--- config.mk ---
export PLATFORM = sky130hd
export DESIGN_NAME = bitonic_in_packer_flat
export DESIGN_NICKNAME = d
export VERILOG_FILES = /design/src/rtl/bitonic_pkg.sv /design/src/rtl/bitonic_in_packer_if.sv /design/src/rtl/bitonic_in_packer.sv /design/src/flat_wrapper.sv
export SDC_FILE = /design/constraint.sdc
export NUM_CORES = 1
export LEC_CHECK = 0
export CAP_MARGIN = 0
export CORE_MARGIN = 3
export CORE_UTILIZATION = 50
export DETAILED_ROUTE_END_ITERATION = 7
export MAX_ROUTING_LAYER = met4
export PLACE_DENSITY_LB_ADDON = 0.12
export SYNTH_ARGS = -nofsm -noshare
export SYNTH_HDL_FRONTEND = slang
export SYNTH_SLANG_ARGS = --single-unit
--- constraint.sdc ---
create_clock -name clk -period 4.62 [get_ports clk]
set_clock_uncertainty 0.1 [all_clocks]
set_input_delay 0.924 -clock clk [delete_from_list [all_inputs] [get_ports clk]]
set_output_delay 0.924 -clock clk [all_outputs]
set_load 0.02 [all_outputs]
--- src/rtl/bitonic_pkg.sv ---
// Shared types and helpers for the bitonic sorter front end.
// Element width comes from the global DATA_WIDTH macro; 16 bits unless the build sets it.
`ifndef DATA_WIDTH
`define DATA_WIDTH 16
`endif

package bitonic_pkg;

    typedef enum logic {
        FILL = 1'b0,
        EMIT = 1'b1
    } state_t;

    function automatic logic [`DATA_WIDTH-1:0] pad_value();
        return '1;
    endfunction

    // Width of a count that must hold 1..n inclusive.
    function automatic int CNT_W(input int n);
        return $clog2(n) + 1;
    endfunction

endpackage

--- src/rtl/bitonic_in_packer_if.sv ---
// Serial element input and packed-frame output of the bitonic input packer.
// Handshake: a beat transfers on a rising edge where s_valid && s_ready; s_data/s_last are
// only meaningful with s_valid, and vec_valid is a one-cycle pulse with no backpressure.
interface bitonic_in_packer_if
    import bitonic_pkg::*;
#(
    parameter int N = 8
);
    logic                         s_valid;
    logic [`DATA_WIDTH-1:0]       s_data;
    logic                         s_last;
    logic                         s_ready;
    logic                         vec_valid;
    logic [N*`DATA_WIDTH-1:0]     vec_data;
    logic [CNT_W(N)-1:0]          vec_count;
    state_t                       dbg_state;

    modport master (
        output s_valid, s_data, s_last,
        input  s_ready, vec_valid, vec_data, vec_count, dbg_state
    );

    modport slave (
        input  s_valid, s_data, s_last,
        output s_ready, vec_valid, vec_data, vec_count, dbg_state
    );
endinterface

--- src/rtl/bitonic_in_packer.sv ---
// Packs a serial element stream into an N-wide frame, padding short frames with all-ones,
// and presents each completed frame to the sorting network as a single-cycle pulse.
module bitonic_in_packer
    import bitonic_pkg::*;
#(
    parameter int N = 8
) (
    input  logic                 clk,
    input  logic                 rst_n,
    bitonic_in_packer_if.slave   bus
);
    localparam int DW    = `DATA_WIDTH;
    localparam int IDX_W = $clog2(N);
    localparam int CW    = CNT_W(N);

    state_t              state;
    logic [IDX_W-1:0]    idx;
    logic [DW-1:0]       slots [N];
    logic                vec_valid_q;
    logic [N*DW-1:0]     vec_data_q;
    logic [CW-1:0]       vec_count_q;

    logic                accept;
    logic                complete;
    logic [N-1:0]        wr_en;
    logic [N-1:0]        pad_en;
    logic [N*DW-1:0]     frame_next;

    // rst_n gating keeps ready low while reset is held even though state already reads FILL.
    assign bus.s_ready  = rst_n && (state == FILL);
    assign accept       = bus.s_valid && bus.s_ready;
    assign complete     = accept && ((idx == IDX_W'(N - 1)) || bus.s_last);

    // Slot decoder: the completing beat lands at idx, everything above it becomes PAD.
    always_comb begin
        wr_en      = '0;
        pad_en     = '0;
        frame_next = '0;
        for (int i = 0; i < N; i++) begin
            wr_en[i]  = accept && (idx == IDX_W'(i));
            pad_en[i] = complete && (IDX_W'(i) > idx);
            if (wr_en[i]) begin
                frame_next[i*DW +: DW] = bus.s_data;
            end else if (pad_en[i]) begin
                frame_next[i*DW +: DW] = pad_value();
            end else begin
                frame_next[i*DW +: DW] = slots[i];
            end
        end
    end

    always_ff @(posedge clk or negedge rst_n) begin
        if (!rst_n) begin
            for (int i = 0; i < N; i++) begin
                slots[i] <= '0;
            end
        end else begin
            for (int i = 0; i < N; i++) begin
                if (wr_en[i]) begin
                    slots[i] <= bus.s_data;
                end
            end
        end
    end

    // Output frame is captured only on completion so vec_data stays stable between pulses.
    always_ff @(posedge clk or negedge rst_n) begin
        if (!rst_n) begin
            state       <= FILL;
            idx         <= '0;
            vec_valid_q <= 1'b0;
            vec_data_q  <= '0;
            vec_count_q <= '0;
        end else begin
            case (state)
                FILL: begin
                    if (complete) begin
                        state       <= EMIT;
                        vec_valid_q <= 1'b1;
                        vec_data_q  <= frame_next;
                        vec_count_q <= CW'(idx) + CW'(1);
                        idx         <= '0;
                    end else if (accept) begin
                        idx <= idx + IDX_W'(1);
                    end
                end
                EMIT: begin
                    state       <= FILL;
                    vec_valid_q <= 1'b0;
                end
                default: begin
                    state       <= FILL;
                    vec_valid_q <= 1'b0;
                    idx         <= '0;
                end
            endcase
        end
    end

    assign bus.vec_valid = vec_valid_q;
    assign bus.vec_data  = vec_data_q;
    assign bus.vec_count = vec_count_q;
    assign bus.dbg_state = state;

endmodule

--- src/flat_wrapper.sv ---
// flat-port wrapper written by rule: the top's interface ports become plain ports
module bitonic_in_packer_flat import bitonic_pkg::*;
#(
    parameter int N = 8
)
  (clk, rst_n, bus_s_valid, bus_s_data, bus_s_last, bus_s_ready, bus_vec_valid, bus_vec_data, bus_vec_count, bus_dbg_state);
  bitonic_in_packer_if #(.N(N)) bus_i ();
  input  logic clk;
  input  logic rst_n;
  input wire logic [$bits(bus_i.s_valid)-1:0] bus_s_valid;
  input wire logic [$bits(bus_i.s_data)-1:0] bus_s_data;
  input wire logic [$bits(bus_i.s_last)-1:0] bus_s_last;
  output wire logic [$bits(bus_i.s_ready)-1:0] bus_s_ready;
  output wire logic [$bits(bus_i.vec_valid)-1:0] bus_vec_valid;
  output wire logic [$bits(bus_i.vec_data)-1:0] bus_vec_data;
  output wire logic [$bits(bus_i.vec_count)-1:0] bus_vec_count;
  output wire logic [$bits(bus_i.dbg_state)-1:0] bus_dbg_state;
  assign bus_i.s_valid = bus_s_valid;
  assign bus_i.s_data = bus_s_data;
  assign bus_i.s_last = bus_s_last;
  assign bus_s_ready = bus_i.s_ready;
  assign bus_vec_valid = bus_i.vec_valid;
  assign bus_vec_data = bus_i.vec_data;
  assign bus_vec_count = bus_i.vec_count;
  assign bus_dbg_state = bus_i.dbg_state;
  bitonic_in_packer #(.N(N)) u_core (.clk(clk), .rst_n(rst_n), .bus(bus_i));
endmodule
==> summary.md <==
| Metric | Value |
|---|---|
| GRT Residual Overflow | `0` |
| Sinks on Clock Net | `249` |
| Detailed-routing iteration count for the pre-antenna-repair pass | `5` |
| CTS Hold Buffers Added | `0` |
| Die Footprint | `22390 um^2` |
| Library cell used as clock root buffer | `clkbuf_16` |
| Simple-gate portion of the synthesized area | `13.09%` |
| Mux contribution to synthesized area | `0.2183%` |
| Worst setup EP type | `output pin` |
| Sequential area share after synthesis | `60.41%` |
| Post-synthesis cell type with the largest combined area | `dfrtp_1` |
| Remaining routing DRC violations | `0` |
| Met3 Routed Length | `1879 um` |
| Slew headroom | `22.21%` |
| Slew Viols, Final | `0` |
| Antenna violations before repair | `0` |
| Worst Setup Start Kind | `input port` |
| Via count of the first global-routing pass | `7769` |
| CP Data Required Time | `3.60 ns` |
| Number of setup buffers added after CTS | `0` |
| Ratio of routed vias to standard cells | `6.125` |
| Routed wire length | `28750 um` |
| Area share of the largest cell type after synthesis | `60.41%` |
| Core Footprint | `19850 um^2` |
| Global routing usage summed across all routing layers | `26.22%` |
| Outcome | `finished clean` |
| TNS Setup | `0 ns` |
| Met2 wire length | `13040 um` |
| Total of flip-flops plus latches after synthesis | `249` |
| Violation count after the first detailed-route iteration | `685` |
| Unrepaired setup endpoints after global routing | `false` |
| # diodes | `0` |
| Total power | `7.251 mW` |
| Family with the most delay on the worst path | `buffers and inverters` |
| Placed Area | `11810 um^2` |
| Layout cell share with drive strength beyond 1 | `10.02%` |
| Mean post-synth cell area | `10.95 um^2` |
| Post-layout instance area | `12630 um^2` |
| Routability congestion estimate from global placement | `0.7901` |
| Maximum number of buffers from clock root to sink | `3` |
| Post-route met1 wirelength | `12800 um` |
| Worst-path clk slew | `0.06 ns` |
| Starting density of the core | `51.98%` |
| Post-Syn Nets | `966` |
| Total number of nets in the final design | `1063` |
| DRT antenna net count | `0` |
| Largest stage delay on the critical path | `0.64 ns` |
| Category of the critical setup timing path | `in -> out` |
| Min cycle time layout | `3.157 ns` |
| First-pass GRT wire length | `44790 um` |
| Count of input and output buffers | `154` |
| Highest net fanout along the worst path | `45` |
| Leakage power summed over all cells | `5.446 nW` |
| Path category of the worst min-delay check | `in -> async` |
| Largest net degree at the start of global routing | `145` |
| Max-cap violations | `0` |
| Largest family of logic cells by synthesized area | `compound AO/OA/AOI/OAI gates` |
| Ranking of synthesized cells by area | `dfrtp_1 60%, a31oi_1 4.9%, nand3_1 4.0%, a21oi_1 3.9%, o21ai_0 3.7%` |
| Synth Instances | `942` |
| List of cells traversed by the critical path | `buf_8 > nor2b_1 > clkdlybuf4s50_1` |
| Most instantiated flip-flop cell in the synthesis netlist | `dfrtp_1` |
| Clock tree from TritonCTS | `built` |
| Total power per unit cell area | `574.3 nW/um^2` |
| Peak supply drop | `0.3213 mV` |
| Area fraction in compound gates after synthesis | `20.63%` |
| Hold violation total from the final report | `0` |
| Vias | `8104` |
| Die extent in x | `149.6 um` |
| Crit share post-route | `68.34%` |
| Top post-synthesis cells by count | `249 x dfrtp_1, 83 x nand3_1, 81 x a21oi_1` |
| Arr. time, crit path | `2.13 ns` |
| Warning count from the yosys run | `0` |
| Crit-path slowest cell | `clkdlybuf4s50_1` |
| Crit. Startpoint | `rst_n` |
| Post-DP HPWL | `16790 um` |
| Area share of xor/xnor cells in the synthesized design | `0%` |
| Cells resized by post-CTS repair | `0` |
| Post-synth ARST share | `100.0%` |
| Top-Level Pins | `155` |
| Number of flops mapped to enable cells by yosys | `0` |
| H-Tree Level Count | `1` |
| Netlist cell types | `43` |
| Slew @ Worst Pin | `1.164 ns` |
| Insertion delay to the later sink of the worst-skew pair | `0.52 ns` |
| Area of the mapped netlist | `10310 um^2` |
| Setup violators final | `0` |
| Row cnt | `51` |
| Achievable clock frequency | `316.7 MHz` |
| Topmost layer with routed signal wires | `met4` |
| R2r startpoint | `u_core.idx[1]$_DFFE_PN0P_` |
| Die height | `149.6 um` |
| Mean routed wirelength per cell | `21.73 um` |
| Adder-cell share of the synthesized area | `0.4852%` |
| Most repeated cell in the gate-level netlist after synthesis | `dfrtp_1` |
| CTS Buf Count | `26` |
| Crit path buf inv count | `2` |
| Layout Area Growth over Synthesis | `22.40%` |
## cell families (layout without fill, tap and decap cells)
group,after synthesis,after routing
flip-flops,249,249
multiplexers,2,2
adder cells (fa/ha/maj),4,4
buffers and inverters,103,219
AO/OA/AOI/OAI,334,334
AND/OR/NAND/NOR,250,250
## placed cells by master, fill, tap and decap left out, types with 2 or more instances in the layout
master,count
buf_4,11
nand4b_1,3
a21oi_1,81
clkbuf_8,6
nand2_2,2
clkbuf_1,7
clkinv_2,7
a31oi_1,80
mux2_2,2
nor2b_1,2
o32a_1,32
inv_2,3
and4b_1,3
nand4_4,2
clkbuf_16,27
dfrtp_1,248
nand3_1,83
a21boi_0,31
o21ai_1,11
inv_1,2
clkdlybuf4s50_1,153
buf_12,2
o21ai_0,76
and3_1,32
or2_2,33
o22a_1,16
ha_1,4
nand2_1,80
## cell type report
type	count	area [um^2]
Sequential cell	249	6232
Clock buffer	40	784.5
Fill cell	1599	7219
Timing Repair Buffer	167	1669
Multi-Input combinational cell	590	3555
Clock inverter	7	35.03
Tap cell	265	331.6
Inverter	5	18.77
## final timing paths
kind / end / cells past startpoint / slack [ns]
hold / removal: u_core.bus.vec_data[75]$_DFFE_PN0P_ / 1 / 0.18
max in group asynchronous: u_core.bus.vec_data[17]$_DFFE_PN0P_ / 2 / 3.02
setup reg to reg: u_core.bus.vec_data[79]$_DFFE_PN0P_ / 5 / 1.81
setup / recovery: bus_s_ready / 3 / 1.46
min in group clk: u_core.slots[74]$_DFFE_PN0P_ / 2 / 0.39
hold reg to reg: u_core.slots[74]$_DFFE_PN0P_ / 2 / 0.39
## routing by layer
layer / GRT usage [%] / vias up
li1: - / 3643
met1: 38.55 / 4081
met2: 38.17 / 323
met3: 3.210 / 57
met4: 9.062 / 0
met5: - / -
## registers in the layout, indices dropped and copies added, names as in the netlist
signal	count
u_core.bus.dbg_state	1
u_core.bus.vec_data	128
u_core.bus.vec_count	4
u_core.idx	3
u_core.bus.vec_valid	1
u_core.slots	112
## where the power goes
group	total (mW)	switching (mW)	internal [mW]
logic	2.11	1.20	0.908
clock network	1.98	0.820	1.16
registers	3.16	0.295	2.87
## metrics by stage
| stage | cells | setup WS, ns | util (%) | hold WS (ns) |
|---|---|---|---|---|
| CTS | 1323 | 1.456 | 63.62 | 0.1849 |
| detailed placement | 1276 | 1.012 | 59.49 | 0.3748 |
| global placement | 1276 | 1.089 | 59.49 | 0.3664 |
| global route | 1323 | 1.392 | 63.62 | 0.2025 |
| floorplan | 942 | 2.201 | - | 0.3521 |
| finish | 1323 | 1.463 | 63.62 | 0.1846 |
No activity file was read; power rests on OpenSTA's default activity.
